==> src/rtl/program_loader_pkg.sv <==
// Shared constants for the boot-time program loader: FSM state encoding and byte counts.
package program_loader_pkg;

  typedef enum logic [2:0] {
    S_IDLE   = 3'd0,
    S_LEN_HI = 3'd1,
    S_LEN_LO = 3'd2,
    S_DATA   = 3'd3,
    S_WRITE  = 3'd4,
    S_CSUM   = 3'd5
  } state_t;

  localparam int HDR_BYTES  = 2;
  localparam int WORD_BYTES = 4;
  localparam int BCNT_W     = 2;

endpackage

==> src/rtl/program_loader_if.sv <==
// Byte-stream input and instruction-memory write port of the program loader.
interface program_loader_if #(parameter int ADDR_W = 10);
  logic [7:0]        rx_data;
  logic              rx_valid;
  logic              rx_ready;
  logic              imem_we;
  logic [ADDR_W-1:0] imem_addr;
  logic [31:0]       imem_wdata;

  // master = loader, slave = byte source / memory side
  modport master (input rx_data, rx_valid, output rx_ready, imem_we, imem_addr, imem_wdata);
  modport slave  (output rx_data, rx_valid, input rx_ready, imem_we, imem_addr, imem_wdata);
endinterface

==> src/rtl/program_loader_word_assembler.sv <==
// Big-endian byte-to-word shifter; word_full flags the shift that completes a word.
module word_assembler
  import program_loader_pkg::*;
(
  input  logic        clock,
  input  logic        reset,
  input  logic        clear,
  input  logic        shift_en,
  input  logic [7:0]  byte_in,
  output logic [31:0] word_next,
  output logic        word_full
);

  logic [31:0]       word;
  logic [BCNT_W-1:0] cnt;

  assign word_next = {word[23:0], byte_in};
  assign word_full = shift_en && (cnt == BCNT_W'(WORD_BYTES - 1));

  // Partial words survive rx_valid gaps: state only moves on shift_en.
  always_ff @(posedge clock or posedge reset) begin
    if (reset) begin
      word <= '0;
      cnt  <= '0;
    end else if (clear) begin
      word <= '0;
      cnt  <= '0;
    end else if (shift_en) begin
      word <= word_next;
      cnt  <= cnt + BCNT_W'(1);
    end
  end

endmodule

==> src/rtl/program_loader.sv <==
// Loads a length-prefixed, XOR-checked byte stream into instruction memory while holding the core.
module program_loader
  import program_loader_pkg::*;
#(
  parameter int ADDR_W = 10
) (
  input  logic              clock,
  input  logic              reset,
  input  logic              start,
  program_loader_if.master  bus,
  output logic              core_hold,
  output logic              busy,
  output logic              done,
  output logic              error,
  output logic [ADDR_W:0]   words_loaded
);

  localparam logic [16:0] MAX_WORDS = 17'd1 << ADDR_W;

  state_t         state;
  logic [7:0]     len_hi;
  logic [15:0]    n_words;
  logic [7:0]     xor_acc;
  logic           accept;
  logic [15:0]    len_full;
  logic [ADDR_W:0] wl_next;
  logic [31:0]    word_next;
  logic           word_full;

  assign bus.rx_ready = (state == S_LEN_HI) || (state == S_LEN_LO) ||
                        (state == S_DATA)   || (state == S_CSUM);
  assign accept    = bus.rx_valid && bus.rx_ready;
  assign busy      = (state != S_IDLE);
  assign core_hold = busy;
  assign len_full  = {len_hi, bus.rx_data};
  assign wl_next   = words_loaded + 1'b1;

  word_assembler u_asm (
    .clock     (clock),
    .reset     (reset),
    .clear     ((state == S_IDLE) && start),
    .shift_en  (accept && (state == S_DATA)),
    .byte_in   (bus.rx_data),
    .word_next (word_next),
    .word_full (word_full)
  );

  always_ff @(posedge clock or posedge reset) begin
    if (reset) begin
      state          <= S_IDLE;
      len_hi         <= '0;
      n_words        <= '0;
      xor_acc        <= '0;
      words_loaded   <= '0;
      done           <= 1'b0;
      error          <= 1'b0;
      bus.imem_we    <= 1'b0;
      bus.imem_addr  <= '0;
      bus.imem_wdata <= '0;
    end else begin
      done        <= 1'b0;
      error       <= 1'b0;
      bus.imem_we <= 1'b0;
      case (state)
        S_IDLE: if (start) begin
          state        <= S_LEN_HI;
          words_loaded <= '0;
          xor_acc      <= '0;
        end
        S_LEN_HI: if (accept) begin
          len_hi <= bus.rx_data;
          state  <= S_LEN_LO;
        end
        // Oversize loads are rejected here, so imem_addr can never wrap.
        S_LEN_LO: if (accept) begin
          n_words <= len_full;
          if ({1'b0, len_full} > MAX_WORDS) begin
            error <= 1'b1;
            state <= S_IDLE;
          end else if (len_full == 16'd0) begin
            state <= S_CSUM;
          end else begin
            state <= S_DATA;
          end
        end
        S_DATA: if (accept) begin
          xor_acc <= xor_acc ^ bus.rx_data;
          if (word_full) begin
            bus.imem_we    <= 1'b1;
            bus.imem_addr  <= words_loaded[ADDR_W-1:0];
            bus.imem_wdata <= word_next;
            state          <= S_WRITE;
          end
        end
        S_WRITE: begin
          words_loaded <= wl_next;
          state        <= (17'(wl_next) < {1'b0, n_words}) ? S_DATA : S_CSUM;
        end
        S_CSUM: if (accept) begin
          if (bus.rx_data == xor_acc) done  <= 1'b1;
          else                        error <= 1'b1;
          state <= S_IDLE;
        end
        default: state <= S_IDLE;
      endcase
    end
  end

endmodule

==> src/flat_wrapper.sv <==
// flat-port wrapper written by rule: the top's interface ports become plain ports
module program_loader_flat import program_loader_pkg::*;
#(
  parameter int ADDR_W = 10
)
  (clock, reset, start, core_hold, busy, done, error, words_loaded, bus_rx_data, bus_rx_valid, bus_rx_ready, bus_imem_we, bus_imem_addr, bus_imem_wdata);
  program_loader_if #(.ADDR_W(ADDR_W)) bus_i ();
  input  logic clock;
  input  logic reset;
  input  logic start;
  output logic core_hold;
  output logic busy;
  output logic done;
  output logic error;
  output logic [ADDR_W:0] words_loaded;
  input wire logic [$bits(bus_i.rx_data)-1:0] bus_rx_data;
  input wire logic [$bits(bus_i.rx_valid)-1:0] bus_rx_valid;
  output wire logic [$bits(bus_i.rx_ready)-1:0] bus_rx_ready;
  output wire logic [$bits(bus_i.imem_we)-1:0] bus_imem_we;
  output wire logic [$bits(bus_i.imem_addr)-1:0] bus_imem_addr;
  output wire logic [$bits(bus_i.imem_wdata)-1:0] bus_imem_wdata;
  assign bus_i.rx_data = bus_rx_data;
  assign bus_i.rx_valid = bus_rx_valid;
  assign bus_rx_ready = bus_i.rx_ready;
  assign bus_imem_we = bus_i.imem_we;
  assign bus_imem_addr = bus_i.imem_addr;
  assign bus_imem_wdata = bus_i.imem_wdata;
  program_loader #(.ADDR_W(ADDR_W)) u_core (.clock(clock), .reset(reset), .start(start), .bus(bus_i), .core_hold(core_hold), .busy(busy), .done(done), .error(error), .words_loaded(words_loaded));
endmodule
==> config.mk <==
export PLATFORM = sky130hd
export DESIGN_NAME = program_loader_flat
export DESIGN_NICKNAME = d
export VERILOG_FILES = /design/src/rtl/program_loader_pkg.sv /design/src/rtl/program_loader_if.sv /design/src/rtl/program_loader_word_assembler.sv /design/src/rtl/program_loader.sv /design/src/flat_wrapper.sv
export SDC_FILE = /design/constraint.sdc
export NUM_CORES = 1
export LEC_CHECK = 0
export ABC_CLOCK_PERIOD_IN_PS = 4700
export BUFFER_PORTS_ARGS = -buffer_cell sky130_fd_sc_hd__buf_2
export CORE_MARGIN = 3
export CORE_UTILIZATION = 57
export DETAILED_ROUTE_END_ITERATION = 12
export PLACE_DENSITY = 0.88
export RECOVER_POWER = 100
export SLEW_MARGIN = 5
export SYNTH_ARGS = -nofsm -noshare
export SYNTH_HDL_FRONTEND = slang
export SYNTH_SLANG_ARGS = --single-unit
==> constraint.sdc <==
create_clock -name clock -period 4.7 [get_ports clock]
set_clock_uncertainty 0.05 [all_clocks]
set_input_delay 1.175 -clock clock [delete_from_list [all_inputs] [get_ports clock]]
set_output_delay 1.175 -clock clock [all_outputs]
set_load 0.05 [all_outputs]
; After elaboration in Yosys (flattened, before gate mapping)
; Cells that the tools add are included.
[word_totals]
regBits = 117
[classes]
bitwise = 1
n_reduce_logical = 19
magnitude_cmp = 2
mux = 30
eq_ne = 13
add_sub_neg = 2
[op_table]
columns = operator, n
row1 = $mux 24, 2
row2 = $mux 3, 9
row3 = $pmux 11 s2, 1
row4 = $pmux 3 s6, 1
row5 = $gt 16x11->1 const B, 1
row6 = $logic_not 16->1, 1
row7 = $lt 11x16->1, 1
row8 = $mux 8, 2
row9 = $pmux 8 s2, 1
row10 = $add 11x1->11 const B, 1
row11 = $mux 11, 1
row12 = $mux 1, 10
row13 = $eq 8x8->1, 1
row14 = $ne 2x1->1 const B, 4
row15 = $xor 8x8->8, 1
row16 = $eq 3x2->1 const B, 2
row17 = $eq 3x3->1 const B, 2
row18 = $reduce_and 2->1, 3
row19 = $reduce_and 3->1, 2
row20 = $reduce_and 6->1, 1
row21 = $reduce_bool 2->1, 3
row22 = $logic_and 1x1->1, 4
row23 = $mux 2, 2
row24 = $ne 2x2->1 const B, 2
row25 = other kinds (7), 9

; Longest topological paths before layout
[logic_depth]
ltp_word = 10
depth_mapped = 11

; Cells and area by module
; Synthesis repeated with hierarchy kept, for this count alone.
[unflattened]
hier_cells = 467
area_unflattened_um2 = 5442.7
[modules_own_cells]
columns = module, area_per_inst_um2, cells_per_inst, seq_area_each_um2, n_inst
row1 = program_loader, 4284.1, 372, 2277.2, 1
row2 = word_assembler, 1158.6, 95, 650.6, 1

; Least setup slack after synthesis
; No wires, ideal clock.
[synth_timing]
path_kind = register -> register
startpoint = reg u_core.words_loaded[2]
endpoint = reg u_core.state[1]
slack_ns = 1.705
path_stages_with_launch = 11
period_less_slack_ns = 2.995
t_required_ns = 4.524
t_arrival_ns = 2.819
cell_sequence = dfrtp_1 nand3_1 nor2_1 nand3_1 xnor2_1 ha_1 and3_1 o211ai_1 o311ai_0 a21boi_0 o311a_1
[synth_between]
elab_chain_len = 4
[synth_rtl]
columns = element, line
row1 = start: declaration, program_loader.sv:15  ; output logic [ADDR_W:0] words_loaded
row2 = start signal: assignment, program_loader.sv:96  ; words_loaded <= wl_next;
row3 = $add 11x1->11, program_loader.sv:36  ; assign wl_next = words_loaded + 1'b1;
row4 = $lt 11x16->1, program_loader.sv:97  ; state <= (17'(wl_next) < {1'b0, n_words}) ? S_DATA : S_CSUM;
row5 = $mux 3, program_loader.sv:97
row6 = $pmux 3 s6, program_loader.sv:64  ; case (state)
row7 = end signal: assignment, program_loader.sv:97
row8 = end: declaration, program_loader.sv:20  ; state_t state;
; No other way between the ends.
; A chain may end at the register's enable or synchronous reset.

; Final worst setup path
[layout_timing]
startpoint = in bus_rx_valid
endpoint = reg u_core.bus.imem_wdata[13]
[layout_between]
elab_chain_len = 4
[layout_rtl]
columns = element, line
row1 = start: declaration, flat_wrapper.sv:17  ; input wire logic [$bits(bus_i.rx_valid)-1:0] bus_rx_valid;
row2 = $logic_and 1x1->1 *, program_loader.sv:32  ; assign accept = bus.rx_valid && bus.rx_ready;
row3 = $logic_and 1x1->1, program_loader.sv:42  ; .shift_en (accept && (state == S_DATA)),
row4 = $logic_and 1x1->1, program_loader_word_assembler.sv:18  ; assign word_full = shift_en && (cnt == BCNT_W'(WORD_BYTES - 1));
row5 = $reduce_and 3->1 (no source line) *, -
row6 = end signal: assignment, program_loader.sv:91  ; bus.imem_wdata <= word_next;
row7 = end: declaration, program_loader_if.sv:11  ; modport master (input rx_data, rx_valid, output rx_ready, imem_we, imem_addr, imem_wdata);
; Mark *: on every way between the ends. The rest lies on a longest branch, timed or not.

==> flow_summary.yaml <==
run_status:
  status: "finished with violations"
  violations: "capacitance limit, slew limit"
worst_hold_path:
  min_path_type: "reg -> reg"
  min_from: "u_core.bus.imem_wdata[17]$_DFFE_PP0P_"
cells_and_area:
  nFillCells: 565
  insertedDiodeCount: 0
  drive_gt1_share_pct: 10.39
  final_cell_mix: "dfrtp_1 (117), clkbuf_1 (70), nand2_1 (46), mux2_1 (42), o21ai_0 (37)"
  regArea_sq_mm: 0.002928
  layout_commonest_cell: "dfrtp_1"
  syn_to_final_growth_pct: 16.86
  fin_cells: 615
  multi_input_area_sq_mm: 0.001963
  fin_nets: 522
place:
  placed_cells: 584
  hpwl_um: 7226
  portBuffers: 70
  place.gp.congestion: 0.9103
  place_ws_ns: 1.348
yosys:
  syn_nets: 449
  ys_ff_latch: 117
  ys_types: 45
  synth_edf_count: 0
  syn_area_sq_mm: 0.005105
  syn_area_per_cell_sq_um: 12.01
  synthFlopType: "dfrtp_1"
  yosysWarningCount: 0
  synthCells: 425
  async_reset_ff_share_pct: 100.0
  ys_seq_area_share_pct: 57.35
timing:
  max_slew_margin_pct: -23.95
  timing.fmax_mhz: 280.9
  final.period_utilization_pct: 75.75
  min_period_ns: 3.560
  setup_tns_ns: 0
  rsz0062_at_grt: "false"
  setup_viol: 0
  drv_slew: 171
  setup_slack_ns: 1.140
  max_slew.worst_pin.slew_ns: 1.857
  final_hold_viol_count: 0
  whs_ns: 0.4374
floorplan:
  core_area_sq_mm: 0.008464
  ios: 71
  initial_utilization_pct: 60.31
  fp-row-count: 33
  die_x_um: 100.6
  die_area_sq_mm: 0.01013
  dieHeight_um: 100.6
critical_path:
  arrival_ns: 3.90
  crit_path_start: "bus_rx_valid"
  critPathKind: "in -> reg"
  setup.worst_path.start_class: "input pin"
  worstPathMaxFanout: 43
  crit_required_ns: 5.04
  critPathCaptureType: "flip-flop"
  regToRegStartpoint: "u_core.state[1]$_DFFE_PP0P_"
  rrSetupSlack_ns: 1.43
route:
  vias_per_cell: 6.060
  postRouteAntennaNets: 0
  num_vias: 3727
  drt-total-wl_um: 11400
  drtIter0Drc: 242
  post_drt_wl_per_cell_um: 18.53
  drc: 0
  firstDrtPassIters: 5
clock_tree:
  clock_sinks: 117
  cts_resized: 0
  clock_path_buffers: 2
  clkTransAtPathRegs_ns: 0.05
  post_cts_buffers: 0
  cts_root_buf: "clkbuf_8"
  cts_tree: "yes"
  cts.htree.levels: 4
  cts-buffers-inserted: 17
  clock_latency_ns: 0.52
  cts_hold_buf: 0
power_and_ir_drop:
  vdd_ir_drop_max_v: 0.0005108
  power_leakage_nw: 2.871
  power_mw: 3.967
  power_density_mw_per_mm2: 664.9
grt:
  gr-total-overflow: 0
  grt_pass1_vias: 3660
  grt_max_degree: 95
  grt_usage_pct: 23.85
  antenna_found_initial: 0
  grt_pass1_wl_um: 18710
job:
  drv_cap: 4
where the power goes:
part	total, mW	internal [mW]	switching (mW)
Clock	1.28	0.845	0.437
Combinational	1.12	0.354	0.763
Sequential	1.57	1.32	0.249
Total	3.97	2.52	1.45
state kept, by name, summed over array words and instances (netlist names), 3 cells and up:
| signal | flops |
|---|---|
| u_core.xor_acc | 8 |
| u_core.bus.imem_wdata | 32 |
| u_core.len_hi | 8 |
| u_core.state | 3 |
| u_core.u_asm.word | 24 |
| u_core.n_words | 16 |
| u_core.bus.imem_addr | 10 |
| u_core.words_loaded | 11 |
Yosys cell counts (all sizes together), types with 2 or more instances:
| cell | count | share of area (%) |
|---|---|---|
| a21o | 2 | 0.29 |
| a21oi | 3 | 0.29 |
| a22o | 17 | 2.9 |
| a31oi | 6 | 0.74 |
| a32o | 3 | 0.59 |
| and3 | 2 | 0.25 |
| buf | 9 | 1.5 |
| clkbuf | 11 | 0.81 |
| dfrtp | 117 | 57 |
| ha | 12 | 2.9 |
| inv | 17 | 1.2 |
| mux2 | 57 | 13 |
| nand2 | 46 | 3.4 |
| nand2b | 2 | 0.25 |
| nand3 | 13 | 1.3 |
| nand4 | 3 | 0.37 |
| nor2 | 19 | 1.4 |
| nor3 | 6 | 0.91 |
| nor4 | 3 | 0.66 |
| o21ai | 37 | 3.6 |
| o22ai | 2 | 0.25 |
| o31ai | 5 | 0.74 |
| o41ai | 3 | 0.51 |
| xnor2 | 16 | 2.7 |
| xor2 | 3 | 0.51 |
worst max-delay path: stages:
cell and delay [ns]:
clkbuf_1 0.21, nand2_1 0.14, nor3_1 0.18, buf_4 0.33, nand2_1 1.09, mux2_1 0.75
routing by layer:
metal / up-vias / GRT usage (%) / wire length, um
li1: 1667 / - / -
met1: 1853 / 32.54 / 4882
met2: 176 / 37.47 / 5484
met3: 31 / 6.298 / 786
met4: 0 / 7.772 / 242
met5: - / 0 / 0
final timing paths:
kind                                                          to  depth (start not counted)
min in group asynchronous    u_core.bus.imem_addr[2]$_DFFE_PP0P_                          2
max reg2reg                u_core.bus.imem_wdata[13]$_DFFE_PP0P_                          5
max                        u_core.bus.imem_wdata[13]$_DFFE_PP0P_                          6
min                        u_core.bus.imem_wdata[17]$_DFFE_PP0P_                          1
max in group asynchronous           u_core.len_hi[7]$_DFFE_PP0P_                          3
min reg2reg                u_core.bus.imem_wdata[17]$_DFFE_PP0P_                          1
area by class of cell:
cell class,instances,area share (%)
clock buffer,23,7.823
clock inverter,8,2.076
inverter,17,1.070
multi-input combinational,271,32.91
sequential,117,49.08
tap,105,2.202
timing repair buffer,74,4.845
stage by stage:
step	cell area, sq um	util, %
global placement	5509	65.09
detailed placement	5509	65.09
CTS	6100	72.06
floorplan	5105	-
global route	5966	70.48
finish	5966	70.48
kinds of logic (layout without fill, tap and decap cells):
family          Yosys count  after routing  share of synthesized area (%)
flops                   117            117                          57.35
buf+inv                  37            122                          3.529
compound gates           88             88                          11.62
xor+xnor                 19             19                          3.260
fa+ha+maj                12             12                          2.941
mux                      57             57                          12.57
simple gates             95             95                          8.726
No activity file was read; power rests on OpenSTA's default activity.
